**config.mk**
```make
export PLATFORM = sky130hd
export DESIGN_NAME = execute
export DESIGN_NICKNAME = d
export VERILOG_FILES = /design/src/rtl/execute.sv
export SDC_FILE = /design/constraint.sdc
export NUM_CORES = 2
export LEC_CHECK = 0
export ABC_AREA = 1
export CAP_MARGIN = 15
export CORE_AREA = 2 2 311 251
export CTS_CLUSTER_DIAMETER = 80
export DETAILED_ROUTE_END_ITERATION = 6
export DIE_AREA = 0 0 313 253
export PLACE_DENSITY = 0.56
export RECOVER_POWER = 25
export REMOVE_ABC_BUFFERS = 1
export SLEW_MARGIN = 20
export SYNTH_ARGS = -nofsm -noshare
export SYNTH_HDL_FRONTEND = slang
export SYNTH_SLANG_ARGS = --single-unit
```
**constraint.sdc**
```tcl
create_clock -name clk_i -period 21.7 [get_ports clk_i]
set_input_delay 4.34 -clock clk_i [delete_from_list [all_inputs] [get_ports clk_i]]
set_output_delay 4.34 -clock clk_i [all_outputs]
set_load 0.01 [all_outputs]
```
**src/rtl/execute.sv**
```systemverilog
// rtl/execute.sv - bexkat1 execute stage: ALU, address generation, compare flags, iterative mul/div/mod
module execute (
    input  logic        clk_i,
    input  logic        rst_i,
    input  logic [63:0] ir_i,
    input  logic [31:0] pc_i,
    input  logic [1:0]  reg_write_i,
    input  logic [31:0] reg_data1_i,
    input  logic [31:0] reg_data2_i,
    input  logic        stall_i,
    output logic        stall_o,
    output logic [31:0] result_o,
    output logic [31:0] reg_data1_o,
    output logic [1:0]  reg_write_o,
    output logic [63:0] ir_o,
    output logic [31:0] pc_o,
    output logic [2:0]  ccr_o
);

    localparam logic [3:0] T_CMP   = 4'h3;
    localparam logic [3:0] T_MD    = 4'h6;
    localparam logic [3:0] T_ALU   = 4'h9;
    localparam logic [3:0] T_LOAD  = 4'ha;
    localparam logic [3:0] T_STORE = 4'hb;

    typedef enum logic [1:0] {S_IDLE, S_BUSY, S_DONE} state_t;

    state_t      state_q, state_d;
    logic [3:0]  ir_type, ir_op;
    logic [31:0] imm, alu_b, alu_result, exe_result;
    logic [2:0]  ccr_next;
    logic        is_md, self_stall, md_start;

    logic [3:0]  md_op;
    logic [4:0]  md_cnt;
    logic [31:0] md_acc, md_q, md_b, md_result;
    logic [32:0] rem_shift;
    logic        rem_geq;

    assign ir_type = ir_i[31:28];
    assign ir_op   = ir_i[27:24];
    assign is_md   = (ir_type == T_MD);
    assign imm     = ir_i[0] ? ir_i[63:32] : {{20{ir_i[15]}}, ir_i[15:4]};
    assign alu_b   = ir_i[0] ? imm : reg_data2_i;

    always_comb begin
        alu_result = 32'h0;
        case (ir_op)
            4'd0: alu_result = reg_data1_i + alu_b;
            4'd1: alu_result = reg_data1_i - alu_b;
            4'd2: alu_result = reg_data1_i & alu_b;
            4'd3: alu_result = reg_data1_i | alu_b;
            4'd4: alu_result = reg_data1_i ^ alu_b;
            4'd5: alu_result = reg_data1_i << alu_b[4:0];
            4'd6: alu_result = reg_data1_i >> alu_b[4:0];
            4'd7: alu_result = $signed(reg_data1_i) >>> alu_b[4:0];
            default: alu_result = 32'h0;
        endcase
    end

    always_comb begin
        exe_result = reg_data2_i;
        case (ir_type)
            T_ALU:          exe_result = alu_result;
            T_CMP:          exe_result = reg_data1_i - reg_data2_i;
            T_LOAD, T_STORE: exe_result = reg_data2_i + imm;
            default:        exe_result = reg_data2_i;
        endcase
    end

    assign ccr_next = {reg_data1_i < reg_data2_i,
                       $signed(reg_data1_i) < $signed(reg_data2_i),
                       reg_data1_i == reg_data2_i};

    always_ff @(posedge clk_i or posedge rst_i) begin
        if (rst_i) state_q <= S_IDLE;
        else       state_q <= state_d;
    end

    always_comb begin
        state_d = state_q;
        case (state_q)
            S_IDLE: if (is_md && !stall_i) state_d = S_BUSY;
            S_BUSY: if (md_cnt == 5'd0)    state_d = S_DONE;
            S_DONE: if (!stall_i)          state_d = S_IDLE;
            default: state_d = S_IDLE;
        endcase
    end

    always_comb begin
        self_stall = (state_q == S_BUSY) || (state_q == S_IDLE && is_md);
        md_start   = (state_q == S_IDLE) && is_md && !stall_i;
        stall_o    = stall_i || self_stall;
    end

    // Restoring division: quotient bits shift into md_q as dividend bits shift out.
    assign rem_shift = {md_acc, md_q[31]};
    assign rem_geq   = rem_shift >= {1'b0, md_b};

    always_ff @(posedge clk_i or posedge rst_i) begin
        if (rst_i) begin
            md_op  <= 4'h0;
            md_cnt <= 5'd0;
            md_acc <= 32'h0;
            md_q   <= 32'h0;
            md_b   <= 32'h0;
        end else if (md_start) begin
            md_op  <= ir_op;
            md_cnt <= 5'd31;
            md_acc <= 32'h0;
            md_q   <= (ir_op == 4'd0) ? reg_data2_i : reg_data1_i;
            md_b   <= (ir_op == 4'd0) ? reg_data1_i : reg_data2_i;
        end else if (state_q == S_BUSY) begin
            md_cnt <= md_cnt - 5'd1;
            if (md_op == 4'd0) begin
                if (md_q[0]) md_acc <= md_acc + md_b;
                md_b <= md_b << 1;
                md_q <= md_q >> 1;
            end else begin
                md_acc <= rem_geq ? (rem_shift[31:0] - md_b) : rem_shift[31:0];
                md_q   <= {md_q[30:0], rem_geq};
            end
        end
    end

    always_comb begin
        md_result = 32'h0;
        case (md_op)
            4'd0:    md_result = md_acc;
            4'd1:    md_result = md_q;
            4'd2:    md_result = md_acc;
            default: md_result = 32'h0;
        endcase
    end

    // In S_DONE upstream is still holding the T_MD instruction, so ir_i/pc_i belong to it.
    always_ff @(posedge clk_i or posedge rst_i) begin
        if (rst_i) begin
            result_o    <= 32'h0;
            reg_data1_o <= 32'h0;
            reg_write_o <= 2'b00;
            ir_o        <= 64'h0;
            pc_o        <= 32'h0;
            ccr_o       <= 3'b000;
        end else if (stall_i) begin
            result_o    <= result_o;
        end else if (self_stall) begin
            ir_o        <= 64'h0;
            reg_write_o <= 2'b00;
        end else begin
            result_o    <= (state_q == S_DONE) ? md_result : exe_result;
            reg_data1_o <= reg_data1_i;
            reg_write_o <= reg_write_i;
            ir_o        <= ir_i;
            pc_o        <= pc_i;
            if (ir_type == T_CMP) ccr_o <= ccr_next;
        end
    end

endmodule

```
==> metrics.yaml <==
worstPathCellList: "clkdlybuf4s50_1, inv_1, nor2_1, nand4_1, nand2_1, inv_1, nand2_4, clkdlybuf4s50_1"
die_w_um: 313
routed_wl_um: 158500
avgRoutedWirePerCell_um: 25.54
holdPathStages: 2
io_pins: 331
cp.arrival_ns: 6.49
hpwl_um: 125500
crit_path_top_delay_cell: "clkdlybuf4s50_1"
grt.total_usage: 0.3859
postCtsSetupBuffers: 0
setup_viol: 0
finalPower_mw: 4.038
yosys_register_bits: 272
synth.area.top_cells: "dfrtp_1 23%, nand2_1 18%, ha_1 9.4%"
antenna_found_initial: 5
hold_viol_final: 0
worst_pin_slew_ns: 4.332
rrSetupSlack_ns: 17.19
critPathLaunchType: "input port"
cts_buffer_depth: 3
pwr_density_cell_nw_per_um2: 113.3
async_flop_share: 1.000
crit_type: "in2out"
period_share: 0.4993
rows: 91
cts_tree: "done"
hold_path_end: "ir_o[30]"
synthTopCellsByCount: "1409 x nand2_1, 571 x inv_1, 534 x nand3_1"
rsz0062_at_grt: "no"
vias: 36170
cts-buffers-inserted: 36
layout-drive-gt1-share: 0.03629
drc: 0
synth_most_common_cell: "nand2_1"
hold_buffers: 0
drt-pass1-iter-count: 6
cp.required_ns: 17.36
areaGrowthSynthToFinish_pct: 17.89
cts_sinks: 272
finalSetupTns_ns: 0
slew_violations: 166
synth_area_per_cell_um2: 6.125
start_util: 0.3956
ff2ff_path_depth: 13
power.leakage_nw: 17.51
cp-end-kind: "output pin"
grt_start_max_net_pins: 138
min_from: "ir_o[30]"
maxSlewHeadroom: -1.904
core_area_um2: 76400
port-buffer-count: 330
post_drt_via_cell_ratio: 5.827
ant_nets: 0
drt_iter0_drc: 4904
synth_area_um2: 30220
min_path_type: "reg2reg"
cts_resized: 0
cp_top_family: "buffers and inverters"
grt_first_pass_wirelength_um: 225600
placed_cells: 6141
overflow: 0
insertion_delay_ns: 0.60
dieArea_um2: 79190
ys_types: 59
fin_cells: 6207
failed_checks: "capacitance limit, slew limit"
die_h_um: 253
max_stage_delay_ns: 0.64
worst-path-buf-inv: 4
ir_drop_v: 0.0001137
finalClockSkew_ns: 0.02044
status: "finished, violations left"
cp_max_fo: 53
utilization: 0.4664
r2r-start: "md_acc[29]"
h-tree-depth: 2
synth.top_cell.area_share: 0.2252
yosysSeqAreaShare: 0.2252
synth_top_area_cell: "dfrtp_1"
ys.flop_type: "dfrtp_1"
timing.final.crit_period_ns: 10.83
path_clk_slew_ns: 0.06
drv_cap: 3
yosysWarnings: 0
nets: 5552
r2r_end: "md_acc[11]"
startpoint: "ir_i[29]"
gp_congestion: 1.070
cts_root_buffer: "clkbuf_16"
max_clock_freq_ghz: 0.09230
synth_edf_count: 0
synthCells: 4934
grt_pass1_vias: 32340
==> layout make-up <==
cell class                 count  area, µm²
fill                        8291      40770
clock inverter                 9      140.1
tap                         1023       1280
antenna                        4      10.01
multi-input combinational   3878      20400
timing repair buffer         381       3684
sequential                   272       6807
clock buffer                  53       1096
inverter                     587       2208
==> state kept, by name, summed over array words and instances, names as in the netlist <==
signal,cells
md_b,32
md_cnt,5
reg_data1_o,32
state_q,2
ir_o,64
ccr_o,3
md_acc,32
md_q,32
md_op,4
result_o,32
pc_o,32
reg_write_o,2
==> worst register-to-register path, delay by kind of cell (launching register included) <==
family | cells | cell delay [ns]
adder cells (fa/ha/maj) | 1 | 0.61
AND/OR/NAND/NOR | 9 | 2.47
flip-flops | 1 | 0.45
buffers and inverters | 3 | 0.90
==> routing by layer <==
layer / GRT usage / up-vias / wire [µm]
met1: 0.5745 / 16940 / 72660
met3: 0.1077 / 301 / 18190
met4: 0.1364 / 8 / 6099
met5: 0 / - / 54
met2: 0.5213 / 1989 / 61530
li1: - / 16930 / -
==> worst max-delay path by stage <==
stage	end	slack (ns)	cells after the start
2_1_floorplan	ccr_o[0]	9.86	1
3_3_place_gp	stall_o	10.86	8
3_5_place_dp	stall_o	10.86	8
4_1_cts	stall_o	10.84	8
5_1_grt	stall_o	10.69	8
6_report	stall_o	10.87	8
==> per-stage QoR <==
stage          setup slack, ns  instance area (µm²)  hold WS, ns
6_report                 10.87                35630       0.4814
5_1_grt                  10.69                35620       0.4865
4_1_cts                  10.84                35630       0.4799
3_5_place_dp             10.86                34390       0.4653
3_3_place_gp             10.86                34390       0.4616
2_1_floorplan            9.865                29340       0.4659
==> report_power, final <==
group | internal (mW) | switching, mW
logic | 0.869 | 1.65
registers | 0.711 | 0.168
clock network | 0.375 | 0.265
total | 1.96 | 2.08
==> cells by family (layout without fill, tap and decap cells) <==
| logic type | Yosys count | count (layout) | synth area share |
|---|---|---|---|
| simple gates | 2531 | 2531 | 0.3535 |
| xor+xnor | 71 | 71 | 0.02058 |
| other cells | 0 | 4 | 0 |
| fa+ha+maj | 231 | 231 | 0.09688 |
| compound gates | 1045 | 1045 | 0.2016 |
| flops | 272 | 272 | 0.2252 |
| buf+inv | 784 | 1030 | 0.1022 |
==> cell usage in the layout, fill, tap and decap left out, types with 58 or more instances in the layout <==
| cell type | instances |
|---|---|
| inv_1 | 569 |
| dfrtp_1 | 272 |
| a21oi_1 | 274 |
| nand2_1 | 1408 |
| nor2_1 | 389 |
| ha_1 | 226 |
| clkdlybuf4s50_1 | 327 |
| xor2_1 | 58 |
| nand3_1 | 534 |
| nand4_1 | 63 |
| o21ai_0 | 470 |
(Power assumes the default switching activity.)
==> patch: new RTL, same flow settings <==
Reset style: synchronous (`rst_i`), changed in 3 clocked blocks.
--- a/src/rtl/execute.sv
+++ b/src/rtl/execute.sv
@@ -74,3 +74,3 @@
 
-    always_ff @(posedge clk_i or posedge rst_i) begin
+    always_ff @(posedge clk_i) begin
         if (rst_i) state_q <= S_IDLE;
@@ -99,3 +99,3 @@
 
-    always_ff @(posedge clk_i or posedge rst_i) begin
+    always_ff @(posedge clk_i) begin
         if (rst_i) begin
@@ -136,3 +136,3 @@
     // In S_DONE upstream is still holding the T_MD instruction, so ir_i/pc_i belong to it.
-    always_ff @(posedge clk_i or posedge rst_i) begin
+    always_ff @(posedge clk_i) begin
         if (rst_i) begin
Formal check against the unedited RTL: differs if rst_i is asserted again (counterexample within 4 cycles, from zero or initial values and one cycle with rst_i high); with rst_i held inactive, the same outputs for 4 cycles.
==> patch against the original RTL <==
  * Design area is 2.2% lower
  * Largest cell class unchanged
  * Worst hold slack got worse by 0.022 ns
  * Worst setup slack better by 0.21 ns
  * The flow finishes with violations (design-rule violations, max-capacitance violations, max-slew violations)
  * Count of clock-buffer cells in the layout fell by 3
  * Area after synthesis is 2.3% lower
  * Highest routed layer unchanged
  * Sequential cell count is the same
  * Wire length about the same
  * Critical path type unchanged
Power is not compared: it rests on default switching activity, and its combinational part moved more than twofold at a synthesized area within 25%.
==> patch: results (changes against the original RTL) <==
outcome=finished, violations left (unchanged); violations in the final reports=design-rule violations, max-capacitance violations, max-slew violations (was max-capacitance violations, max-slew violations); share of synthesized flip-flops with an asynchronous set or reset=0 (was 1.00); main area contributors after synthesis=sky130_fd_sc_hd__dfxtp_1, sky130_fd_sc_hd__nand2_1, sky130_fd_sc_hd__ha_1 (was sky130_fd_sc_hd__dfrtp_1, sky130_fd_sc_hd__nand2_1, sky130_fd_sc_hd__ha_1); antenna violations before repair=9 (was 5); number of global-route vias before repair=32,700 (was 32,300); count of vias placed by the detailed router=37,200 (was 36,200); transition time at the pin with the least slew margin=3.85 ns (was 4.33 ns); Critical Path AT=6.29 ns (was 6.49 ns); Antenna Diode Count=3 (was 4); wire length per cell=24.9 µm (was 25.5 µm); DRC Markers=5 (was 0); clock buffers=50 (was 53); Slowest-stage cell, CP=sky130_fd_sc_hd__dlygate4sd3_1 (was sky130_fd_sc_hd__clkdlybuf4s50_1); start point of the worst hold path=ir_o[18] (was ir_o[30]); share of post-route cells with drive strength above 1=0.0365 (was 0.0363); number of buffers created by CTS=37 (was 36); total number of nets in the final design=5,717 (was 5,552); number of ordinary and repair buffers in the finished layout=386 (was 381); max-slew violation total from the final report=75 (was 166); global routing usage on met1=0.542 (was 0.575); Maximum Capacitance Violations=1 (was 3); Clock buffers and inverters, area share=0.0363 (was 0.0347); layout multi-input combinational cell count=4,061 (was 3,878); global placement routability congestion=1.08 (was 1.07); DRC violation total after the first TritonRoute iteration=5,082 (was 4,904); wl on met1=69,500 µm (was 72,700 µm)
[patch: cell count changes after synthesis, moves of 26 or more]
cell	before	now
sky130_fd_sc_hd__a21oi_1	274	524
sky130_fd_sc_hd__dfxtp_1	0	272
sky130_fd_sc_hd__a22o_1	47	2
sky130_fd_sc_hd__clkbuf_1	126	165
sky130_fd_sc_hd__nand2_1	1409	1359
sky130_fd_sc_hd__o221ai_1	56	7
sky130_fd_sc_hd__dfrtp_1	272	0
sky130_fd_sc_hd__a221oi_1	23	54
sky130_fd_sc_hd__nor2_1	394	437
sky130_fd_sc_hd__o21ai_0	470	444
[patch: cells by family after synthesis]
kind of cell	count (synthesis)	share of synthesized area
and+or+nand+nor	2531	0.362
DFF	272	0.184
adders and majority gates	231	0.0991
AOI/OAI and AO/OA	1240	0.231
xor gates and xnor gates	59	0.0175
buffers and inverters	797	0.105
[patch: final timing paths]
path | to | slack, ns | cells after the start
setup / recovery | stall_o | 11.07 | 8
hold / removal | ir_o[18] | 0.46 | 2
hold reg to reg | ir_o[18] | 0.46 | 2
setup reg to reg | md_q[0] | 17.19 | 15
[patch: metrics by stage]
| stage | cells | hold WS [ns] | power (mW) | setup slack (ns) | util |
|---|---|---|---|---|---|
| 2_1_floorplan | 4896 | 0.453 | 0.973 | 11.55 | - |
| 3_3_place_gp | 6305 | 0.445 | 1.30 | 11.24 | 0.439 |
| 3_5_place_dp | 6305 | 0.449 | 1.29 | 11.24 | 0.439 |
| 4_1_cts | 6370 | 0.463 | 1.95 | 11.23 | 0.456 |
| 5_1_grt | 6370 | 0.473 | 2.05 | 10.90 | 0.456 |
| 6_report | 6373 | 0.459 | 1.96 | 11.07 | 0.456 |
[patch: power breakdown]
part	internal, mW	leakage, nW	switching, mW
clock	0.386	0.626	0.268
sequential	0.525	2.23	0.0193
combinational	0.235	13.6	0.531
